<file path="config.mk">
export PLATFORM = sky130hd
export DESIGN_NAME = spi_sram_responder
export DESIGN_NICKNAME = d
export VERILOG_FILES = /design/src/rtl/spi_sram_pkg.sv /design/src/rtl/spi_sync_edge.sv /design/src/rtl/spi_sram_responder.sv
export SDC_FILE = /design/constraint.sdc
export NUM_CORES = 1
export LEC_CHECK = 0
export CORE_ASPECT_RATIO = 1.1
export CORE_MARGIN = 2
export CORE_UTILIZATION = 25
export DETAILED_ROUTE_END_ITERATION = 8
export PLACE_DENSITY = 0.47
export SLEW_MARGIN = 20
export SYNTH_ARGS = -nofsm -noshare
export SYNTH_HDL_FRONTEND = slang
export SYNTH_SLANG_ARGS = --single-unit
</file>
<file path="constraint.sdc">
create_clock -name clk -period 2.1 [get_ports clk]
set_input_delay 0.21 -clock clk [delete_from_list [all_inputs] [get_ports clk]]
set_output_delay 0.21 -clock clk [all_outputs]
set_load 0.05 [all_outputs]
</file>
<file path="src/rtl/spi_sram_pkg.sv">
// Shared command codes, state encoding and helpers for the SPI serial-SRAM responder.
package spi_sram_pkg;

    localparam logic [7:0] CMD_READ        = 8'h03;
    localparam logic [7:0] CMD_WRITE       = 8'h02;
    localparam int         FRAME_ADDR_BITS = 16;
    localparam int         BIT_CNT_W       = 5;

    typedef enum logic [2:0] {
        IDLE   = 3'd0,
        CMD    = 3'd1,
        ADDR   = 3'd2,
        WRITE  = 3'd3,
        READ   = 3'd4,
        IGNORE = 3'd5
    } resp_state_t;

    // Next value of a bit counter that counts up to last_idx and then restarts at 0.
    function automatic logic [BIT_CNT_W-1:0] bit_cnt_next(input logic [BIT_CNT_W-1:0] cnt,
                                                          input logic [BIT_CNT_W-1:0] last_idx);
        logic [BIT_CNT_W-1:0] nxt;
        if (cnt == last_idx) begin
            nxt = {BIT_CNT_W{1'b0}};
        end else begin
            nxt = cnt + {{(BIT_CNT_W-1){1'b0}}, 1'b1};
        end
        return nxt;
    endfunction

endpackage

</file>
<file path="src/rtl/spi_sync_edge.sv">
// Multi-stage synchronizer for one SPI pin with registered level and one-cycle rise/fall pulses.
module spi_sync_edge #(
    parameter int   STAGES  = 2,
    parameter logic RST_VAL = 1'b0
) (
    input  logic clk,
    input  logic rst_n,
    input  logic din,
    output logic level,
    output logic rise,
    output logic fall
);

    logic [STAGES-1:0] sync_r;
    logic              level_r;
    logic              rise_r;
    logic              fall_r;

    // Metastability chain; bit 0 samples the asynchronous pin (STAGES must be at least 2).
    always_ff @(posedge clk or negedge rst_n) begin
        if (!rst_n) begin
            sync_r <= {STAGES{RST_VAL}};
        end else begin
            sync_r <= {sync_r[STAGES-2:0], din};
        end
    end

    // Registered level and edge pulses: both appear STAGES+1 clocks after the pin moves.
    always_ff @(posedge clk or negedge rst_n) begin
        if (!rst_n) begin
            level_r <= RST_VAL;
            rise_r  <= 1'b0;
            fall_r  <= 1'b0;
        end else begin
            level_r <= sync_r[STAGES-1];
            rise_r  <= sync_r[STAGES-1] & ~level_r;
            fall_r  <= ~sync_r[STAGES-1] & level_r;
        end
    end

    assign level = level_r;
    assign rise  = rise_r;
    assign fall  = fall_r;

endmodule

</file>
<file path="src/rtl/spi_sram_responder.sv">
// SPI mode-0 target emulating a 23LC512-style SRAM (READ/WRITE, 16-bit address, sequential burst)
// on a byte-wide synchronous memory port; all SPI pins are oversampled in the clk domain.
module spi_sram_responder
    import spi_sram_pkg::*;
#(
    parameter int ADDR_W      = 16,
    parameter int SYNC_STAGES = 2
) (
    input  logic              clk,
    input  logic              rst_n,
    input  logic              spi_clk,
    input  logic              spi_cs_n,
    input  logic              spi_mosi,
    output logic              spi_miso,
    output logic [ADDR_W-1:0] mem_adr,
    output logic              mem_we,
    output logic [7:0]        mem_wdat,
    output logic              mem_re,
    input  logic [7:0]        mem_rdat
);

    localparam int FLUSH_CYC = SYNC_STAGES + 2;
    localparam int FLUSH_W   = $clog2(FLUSH_CYC + 1);

    logic sck_level_unused_s;
    logic sck_rise_s;
    logic sck_fall_s;
    logic cs_level_s;
    logic cs_rise_s;
    logic cs_fall_s;
    logic mosi_s;
    logic mosi_rise_unused_s;
    logic mosi_fall_unused_s;

    spi_sync_edge #(.STAGES(SYNC_STAGES), .RST_VAL(1'b0)) u_sync_sck (
        .clk   (clk),
        .rst_n (rst_n),
        .din   (spi_clk),
        .level (sck_level_unused_s),
        .rise  (sck_rise_s),
        .fall  (sck_fall_s)
    );

    spi_sync_edge #(.STAGES(SYNC_STAGES), .RST_VAL(1'b1)) u_sync_cs (
        .clk   (clk),
        .rst_n (rst_n),
        .din   (spi_cs_n),
        .level (cs_level_s),
        .rise  (cs_rise_s),
        .fall  (cs_fall_s)
    );

    spi_sync_edge #(.STAGES(SYNC_STAGES), .RST_VAL(1'b0)) u_sync_mosi (
        .clk   (clk),
        .rst_n (rst_n),
        .din   (spi_mosi),
        .level (mosi_s),
        .rise  (mosi_rise_unused_s),
        .fall  (mosi_fall_unused_s)
    );

    logic [FLUSH_W-1:0] flush_cnt_r;
    logic               armed_r;

    // A CS that is already low when reset releases must not start a frame: wait for the
    // synchronizers to flush, then only arm once CS has been seen high.
    always_ff @(posedge clk or negedge rst_n) begin
        if (!rst_n) begin
            flush_cnt_r <= {FLUSH_W{1'b0}};
            armed_r     <= 1'b0;
        end else if (flush_cnt_r != FLUSH_W'(FLUSH_CYC)) begin
            flush_cnt_r <= flush_cnt_r + FLUSH_W'(1);
            armed_r     <= 1'b0;
        end else if (cs_level_s) begin
            flush_cnt_r <= flush_cnt_r;
            armed_r     <= 1'b1;
        end else begin
            flush_cnt_r <= flush_cnt_r;
            armed_r     <= armed_r;
        end
    end

    resp_state_t          state_r;
    logic [BIT_CNT_W-1:0] bit_cnt_r;
    logic [15:0]          shift_r;
    logic [15:0]          shift_next_s;
    logic [ADDR_W-1:0]    addr_r;
    logic [ADDR_W-1:0]    addr_next_s;
    logic                 is_read_r;
    logic                 skip_fall_r;
    logic                 rd_req_r;
    logic                 rd_cap_r;
    logic                 rd_to_tx_r;
    logic [7:0]           tx_r;
    logic [7:0]           pf_r;
    logic                 miso_r;
    logic [ADDR_W-1:0]    mem_adr_r;
    logic                 mem_we_r;
    logic [7:0]           mem_wdat_r;
    logic                 mem_re_r;

    assign shift_next_s = {shift_r[14:0], mosi_s};
    assign addr_next_s  = addr_r + ADDR_W'(1);

    // Frame decoder. Read data path: rd_req_r marks the strobe cycle, rd_cap_r the cycle in
    // which mem_rdat is valid; rd_to_tx_r steers that byte to TX (first byte) or the prefetch.
    always_ff @(posedge clk or negedge rst_n) begin
        if (!rst_n) begin
            state_r     <= IDLE;
            bit_cnt_r   <= {BIT_CNT_W{1'b0}};
            shift_r     <= 16'h0000;
            addr_r      <= {ADDR_W{1'b0}};
            is_read_r   <= 1'b0;
            skip_fall_r <= 1'b0;
            rd_req_r    <= 1'b0;
            rd_cap_r    <= 1'b0;
            rd_to_tx_r  <= 1'b0;
            tx_r        <= 8'h00;
            pf_r        <= 8'h00;
            miso_r      <= 1'b0;
            mem_adr_r   <= {ADDR_W{1'b0}};
            mem_we_r    <= 1'b0;
            mem_wdat_r  <= 8'h00;
            mem_re_r    <= 1'b0;
        end else begin
            mem_we_r <= 1'b0;
            mem_re_r <= 1'b0;
            rd_req_r <= 1'b0;
            rd_cap_r <= rd_req_r;
            if ((state_r != IDLE) && cs_rise_s) begin
                // CS rising wins over any same-cycle SCK edge; partial bytes and prefetches drop.
                state_r     <= IDLE;
                bit_cnt_r   <= {BIT_CNT_W{1'b0}};
                miso_r      <= 1'b0;
                skip_fall_r <= 1'b0;
                rd_cap_r    <= 1'b0;
                rd_to_tx_r  <= 1'b0;
            end else begin
                case (state_r)
                    IDLE: begin
                        if (cs_fall_s && armed_r) begin
                            state_r   <= CMD;
                            bit_cnt_r <= {BIT_CNT_W{1'b0}};
                        end
                    end
                    CMD: begin
                        if (sck_rise_s) begin
                            shift_r   <= shift_next_s;
                            bit_cnt_r <= bit_cnt_next(bit_cnt_r, 5'd7);
                            if (bit_cnt_r == 5'd7) begin
                                if (shift_next_s[7:0] == CMD_WRITE) begin
                                    is_read_r <= 1'b0;
                                    state_r   <= ADDR;
                                end else if (shift_next_s[7:0] == CMD_READ) begin
                                    is_read_r <= 1'b1;
                                    state_r   <= ADDR;
                                end else begin
                                    state_r   <= IGNORE;
                                end
                            end
                        end
                    end
                    ADDR: begin
                        if (sck_rise_s) begin
                            shift_r   <= shift_next_s;
                            bit_cnt_r <= bit_cnt_next(bit_cnt_r, 5'd15);
                            if (bit_cnt_r == 5'd15) begin
                                addr_r <= shift_next_s[ADDR_W-1:0];
                                if (is_read_r) begin
                                    mem_re_r    <= 1'b1;
                                    mem_adr_r   <= shift_next_s[ADDR_W-1:0];
                                    rd_req_r    <= 1'b1;
                                    rd_to_tx_r  <= 1'b1;
                                    skip_fall_r <= 1'b1;
                                    state_r     <= READ;
                                end else begin
                                    state_r     <= WRITE;
                                end
                            end
                        end
                    end
                    WRITE: begin
                        if (sck_rise_s) begin
                            shift_r   <= shift_next_s;
                            bit_cnt_r <= bit_cnt_next(bit_cnt_r, 5'd7);
                            if (bit_cnt_r == 5'd7) begin
                                mem_we_r   <= 1'b1;
                                mem_wdat_r <= shift_next_s[7:0];
                                mem_adr_r  <= addr_r;
                                addr_r     <= addr_next_s;
                            end
                        end
                    end
                    READ: begin
                        if (rd_cap_r) begin
                            if (rd_to_tx_r) begin
                                tx_r       <= mem_rdat;
                                miso_r     <= mem_rdat[7];
                                rd_to_tx_r <= 1'b0;
                                mem_re_r   <= 1'b1;
                                mem_adr_r  <= addr_next_s;
                                addr_r     <= addr_next_s;
                                rd_req_r   <= 1'b1;
                            end else begin
                                pf_r <= mem_rdat;
                            end
                        end
                        // The first falling edge belongs to the last address bit, not to data.
                        if (sck_fall_s) begin
                            if (skip_fall_r) begin
                                skip_fall_r <= 1'b0;
                            end else if (bit_cnt_r == 5'd7) begin
                                tx_r      <= pf_r;
                                miso_r    <= pf_r[7];
                                bit_cnt_r <= {BIT_CNT_W{1'b0}};
                                mem_re_r  <= 1'b1;
                                mem_adr_r <= addr_next_s;
                                addr_r    <= addr_next_s;
                                rd_req_r  <= 1'b1;
                            end else begin
                                tx_r      <= {tx_r[6:0], 1'b0};
                                miso_r    <= tx_r[6];
                                bit_cnt_r <= bit_cnt_r + 5'd1;
                            end
                        end
                    end
                    IGNORE: begin
                        miso_r <= 1'b0;
                    end
                    default: begin
                        state_r <= IDLE;
                        miso_r  <= 1'b0;
                    end
                endcase
            end
        end
    end

    assign spi_miso = miso_r;
    assign mem_adr  = mem_adr_r;
    assign mem_we   = mem_we_r;
    assign mem_wdat = mem_wdat_r;
    assign mem_re   = mem_re_r;

endmodule

</file>
==> results.tsv, run 1 <==
metric	value	unit
status	finished with violations	
failing checks	negative setup slack	
Root Driver	clkbuf_16	
# clock sinks	102	
HP Class	in2reg	
number of synthesized register bits	102	
H-tree depth	3	
Via Count	4970	
post-synthesis mux area share	6.68	%
DRT iter0 DRCs	328	
RePlAce Congestion	0.864	
Initial Utilization	25.3	%
post-DR wirelength/cell	16.8	um
routed wire length	16800	um
Final Setup Violations	17	
CTS buffer count	9	
largest net degree at the start of global routing	41	
synth unique cells	72	
clk_lat worst skew	360	ps
Post-Synth Simple-Gate Area	18.6	%
CP Capture Type	flip-flop	
Leak Pwr	3.03	nW
CTS tree	built	
final hold vios	0	
ys async rst share	100	%
largest cells by area after synthesis	dfrtp_1 (45%), mux2_2 (6.5%), nor2_1 (5.3%), o21ai_0 (4.8%), nand2_1 (4.3%)	
layout filler cell count	2287	
Setup Skew	12.7	ps
reg-to-reg endpoint	mem_adr[13]	
crit-path most repeated cell	a31oi_4	
FP Rows	57	
final net count	721	
Synth Net Count	615	
hold_sp	spi_cs_n	
initial antenna violation count	0	
Post-DP Area	6800	um^2
layout cells sized above 1	26.9	%
Yosys top cell by area	dfrtp_1	
final instance area	7390	um^2
complex-gate fraction of the synthesized area	21.7	%
Tcrit/Tclk final	103	%
Max Cap Viol	0	
area share of the largest cell type after synthesis	44.7	%
clk slew on worst S/H paths	70	ps
Die ar.	23400	um^2
number of synthesized flops with an enable pin	0	
core box area	22000	um^2
I/O Buffers	39	
post-synthesis cell count	596	
Worst slew margin	63.4	%
Synth Warn #	0	
worst-path fanout max	6	
peak supply drop	0.438	mV
worst r2r src	bit_cnt_r[0]	
Slowest cell on crit path	dfrtp_1	
first-pass GRT wire length	27100	um
PwrDens	1090	nW/um^2
Clock Tree Buf Depth	2	
WHS Endpoint	u_sync_cs.sync_r[0]	
startpoint types	flip-flop	
Final Max Slew Viols	0	
Die H	160	um
minimum clock period	2170	ps
Final WS setup	-73.0	ps
post-synthesis sequential area ratio	46.1	%
HPWL after DPL	12200	um
Remaining Overflow, GRT	0	
prevailing post-synth register cell	dfrtp_1	
Slew @ Worst Pin	547	ps
crit path cell chain	ha_2 -> and3_4 -> ha_4 -> a21o_1 -> a31oi_4 -> buf_12 -> a31oi_4 -> o21ai_4 -> o22a_1	
worst r2r path cells	9	
Avg Cell Area, Syn	9.31	um^2
# DRC	0	
vias in the first global route	5204	
Crit Path Category	reg2reg	
DR vias/cell	4.96	
Top Ports	40	
All-Layer GR Usage	14.6	%
Fmax	460	MHz
slowest stage delay, CP	360	ps
R2R setup slack	-70	ps
largest family of logic cells by synthesized area	compound AO/OA/AOI/OAI gates	
post-synthesis xor/xnor area fraction	1.89	%
WHS Path Cells	1	
WP data arrival	2410	ps
DRT Pass-1 Iters	5	
Worst Path Required	2340	ps
RSZ-0062 raised after global routing	true	
Setup crit start	bit_cnt_r[0]	
commonest cells in the netlist	dfrtp_1 (99), nor2_1 (79), nand2_1 (64), o21ai_0 (53), a21oi_1 (41)	
Detail Route Antenna Nets	0	
most common cell in the netlist	dfrtp_1	
Inserted Diodes	0	
final design utilization	33.6	%
pre-CTS setup slack	-151	ps
Die X	146	um
P&R area growth vs syn	33.2	%
Synth Area in Adders	1.35	%
synthesized area	5550	um^2
## report_power, final
part | switching (mW) | internal [mW] | leakage (nW)
sequential | 0.285 | 2.28 | 1.31
clock | 0.770 | 0.990 | 0.152
combinational | 2.14 | 1.56 | 1.57
## cell families (layout without fill, tap and decap cells)
logic type | Yosys count | in the layout
XOR/XNOR | 12 | 12
flip-flops | 102 | 102
AND/OR/NAND/NOR | 213 | 213
buffers and inverters | 47 | 157
AO/OA/AOI/OAI | 183 | 184
adder cells (fa/ha/maj) | 6 | 6
multiplexers | 33 | 33
## metrics by stage
| stage | power (mW) | hold WS (ps) | setup TNS (ps) | cells |
|---|---|---|---|---|
| 2_1_floorplan | 4.59 | -85.6 | 0 | 596 |
| 3_3_place_gp | 5.87 | 211 | -574 | 976 |
| 3_5_place_dp | 5.95 | 215 | -1170 | 976 |
| 4_1_cts | 7.90 | 235 | -899 | 999 |
| 5_1_grt | 8.53 | 255 | -3320 | 1002 |
| 6_report | 8.02 | 250 | -561 | 1002 |
## layer usage
metal / global-route usage (%) / up-vias / wire length [um]
li1: - / 2371 / -
met1: 17.4 / 2476 / 7290
met2: 25.9 / 107 / 8690
met3: 2.51 / 16 / 573
met4: 6.09 / 0 / 241
met5: 0 / - / 0
## cell usage in the layout, fill, tap and decap left out, types with 5 or more instances in the layout
master | netlist | final
nor2b_1 | 8 | 7
nand2b_1 | 5 | 5
dfrtp_1 | 99 | 99
buf_4 | 2 | 81
clkbuf_16 | 0 | 9
a22oi_1 | 11 | 8
nand3_1 | 11 | 10
buf_6 | 0 | 5
mux2_2 | 32 | 32
xnor2_1 | 10 | 10
a221oi_1 | 11 | 10
a22o_1 | 5 | 5
clkdlybuf4s50_1 | 0 | 38
nand2_1 | 64 | 61
o21ai_1 | 3 | 12
nor3_1 | 11 | 11
inv_1 | 11 | 11
nor2_1 | 79 | 76
o21ai_0 | 53 | 41
buf_12 | 0 | 5
o22ai_1 | 12 | 12
a21oi_1 | 41 | 40
## final cells by class
cell class	count	area, um^2	area share [%]
multi-input cells	448	2960	40.0
flip-flops and latches	102	2560	34.6
repair buffers	130	1150	15.6
well taps	295	369	5.00
clock buffers	11	253	3.42
clock inverters	5	56.3	0.762
inverters	11	41.3	0.559
## worst max-delay path by stage
stage | end | slack (ps)
2_1_floorplan | addr_r[12] | 30
3_3_place_gp | addr_r[2] | -110
3_5_place_dp | addr_r[14] | -150
4_1_cts | addr_r[2] | -120
5_1_grt | addr_r[0] | -160
6_report | mem_adr[13] | -70
## sequential cells by signal (all words and copies together), names as in the netlist, 2 cells and up
name / count
u_sync_sck.sync_r: 2
mem_wdat: 8
u_sync_mosi.sync_r: 2
flush_cnt_r: 3
u_sync_cs.sync_r: 2
tx_r: 7
bit_cnt_r: 5
shift_r: 15
mem_adr: 16
state_r: 3
addr_r: 16
pf_r: 8
## critical path, delay by kind of cell, from the launching register on
family	cells	cell delay (ps)
compound gates	5	1020
fa+ha+maj	2	310
buf+inv	1	170
flops	1	360
simple gates	1	190
## repair_timing
action	in CTS	in global routing
buffers inserted	6	2
endpoints found under the hold margin	31	0
gates resized for setup	15	34
hold buffers	1	0
pin swaps	15	16
gates cloned	0	1
endpoints found under the setup margin	29	48
Note: power is estimated with default switching activity, not from simulation.
==> inputs of run 2 (changes only) <==
--- a/config.mk
+++ b/config.mk
@@ -9,7 +9,7 @@
 export CORE_MARGIN = 2
 export CORE_UTILIZATION = 25
 export DETAILED_ROUTE_END_ITERATION = 8
-export PLACE_DENSITY = 0.47
+export PLACE_DENSITY = 0.49
 export SLEW_MARGIN = 20
 export SYNTH_ARGS = -nofsm -noshare
 export SYNTH_HDL_FRONTEND = slang
==> results.tsv, run 2 (same netlist as run 1, synthesis figures left out) <==
metric	value	unit
Die ar.	23400	um^2
worst-path fanout max	8	
Detail Route Antenna Nets	0	
Post-DP Area	6800	um^2
final hold vios	0	
Inserted Diodes	0	
core box area	22000	um^2
slowest stage delay, CP	390	ps
clk slew on worst S/H paths	70	ps
DRT Pass-1 Iters	5	
Die H	160	um
Crit path max-delay family	compound AO/OA/AOI/OAI gates	
HPWL after DPL	11300	um
Buf+Inv Stages, Crit Path	2	
most frequent cells in the layout	dfrtp_1 (99), buf_4 (81), nor2_1 (77)	
DR vias/cell	4.96	
HP Class	in2reg	
Final Setup Violations	14	
status	finished with violations	
final instance area	7560	um^2
WP data arrival	2440	ps
post-DR wirelength/cell	16.2	um
initial antenna violation count	0	
Leak Pwr	3.10	nW
Crit Path Category	reg2reg	
crit path cell chain	ha_2 -> and3_4 -> ha_4 -> a21o_1 -> a31oi_4 -> buf_6 -> a21o_1 -> buf_6 -> nor3b_2 -> a221o_1	
Max Cap Viol	0	
layout cells sized above 1	27.7	%
Die X	146	um
RePlAce Congestion	0.867	
R2R setup slack	-100	ps
Worst Path Required	2340	ps
# clock sinks	102	
CP Capture Type	flip-flop	
Slew @ Worst Pin	591	ps
Remaining Overflow, GRT	0	
FP Rows	57	
Clock Tree Buf Depth	2	
I/O Buffers	39	
All-Layer GR Usage	14.1	%
Setup Skew	13.0	ps
minimum clock period	2200	ps
Final Max Slew Viols	0	
final net count	728	
CTS tree	built	
Initial Utilization	25.3	%
setup tns final	-401	ps
Slowest cell on crit path	dfrtp_1	
Tcrit/Tclk final	105	%
# DRC	0	
startpoint types	flip-flop	
RSZ-0062 raised after global routing	true	
clk_lat worst skew	360	ps
Via Count	5005	
Fmax	455	MHz
peak supply drop	0.602	mV
Top Ports	40	
P&R area growth vs syn	36.2	%
DRT iter0 DRCs	409	
vias in the first global route	4926	
largest net degree at the start of global routing	103	
commonest non-fill, non-tap cell in the layout	dfrtp_1	
CTS buffer count	9	
overall power of the completed layout	8.18	mW
Final WS setup	-96.9	ps
first-pass GRT wire length	26500	um
PwrDens	1080	nW/um^2
H-tree depth	3	
Worst slew margin	60.6	%
routed wire length	16300	um
failing checks	negative setup slack	
Root Driver	clkbuf_16	
-- run 2: changes by cell type in the layout (fill, tap and decap cells not counted), sizes merged --
cell,before,now
buf,91,98
clkbuf,11,13
bufinv,1,2
clkinvlp,1,0
inv,12,11
o21ai,59,58
-- run 2: per-stage QoR --
stage	setup WS [ps]	utilization (%)	std cells	hold slack (ps)
after global placement	-120	31.0	973	332
final	-96.9	34.4	1009	256
after CTS	-138	33.3	997	244
after detailed placement	-160	31.0	973	336
after global routing	-188	34.4	1009	258
after floorplan	28.4	-	596	-85.6
-- run 2: metal layers --
layer	global-route usage [%]	part of all wire, %
met4	5.30	1.7
met3	2.14	3.7
met1	18.8	45
met2	23.1	50
met5	0	0
-- run 2: worst paths after layout --
path	from	end	cells past startpoint
worst max-delay path	bit_cnt_r[0]	addr_r[2]	10
worst min-delay path	spi_cs_n	u_sync_cs.sync_r[0]	1
worst max register to register	bit_cnt_r[0]	addr_r[2]	10
worst min register to register	u_sync_mosi.sync_r[1]	u_sync_mosi.level	0
max in group asynchronous	rst_n	addr_r[8]	3
min in group asynchronous	rst_n	flush_cnt_r[2]	3
-- run 2: power breakdown --
part	total, mW	switching (mW)	internal [mW]
sequential	2.55	0.270	2.28
combinational	3.73	2.13	1.60
clock	1.90	0.751	1.15
-- run 2: what timing repair did --
item,CTS,global route
hold buffers,1,0
gates resized for setup,28,34
endpoints found under the setup margin,16,48
pin swaps,18,13
endpoints found under the hold margin,99,0
setup buffers,7,11
gates cloned,0,1
-- run 2: layout make-up --
cell class,instances,area (um^2)
fill,2282,14400
tap,295,369
inverter,11,41.3
multi-input combinational,447,2990
sequential,102,2560
clock inverter,4,77.6
timing repair buffer,138,1260
clock buffer,12,267
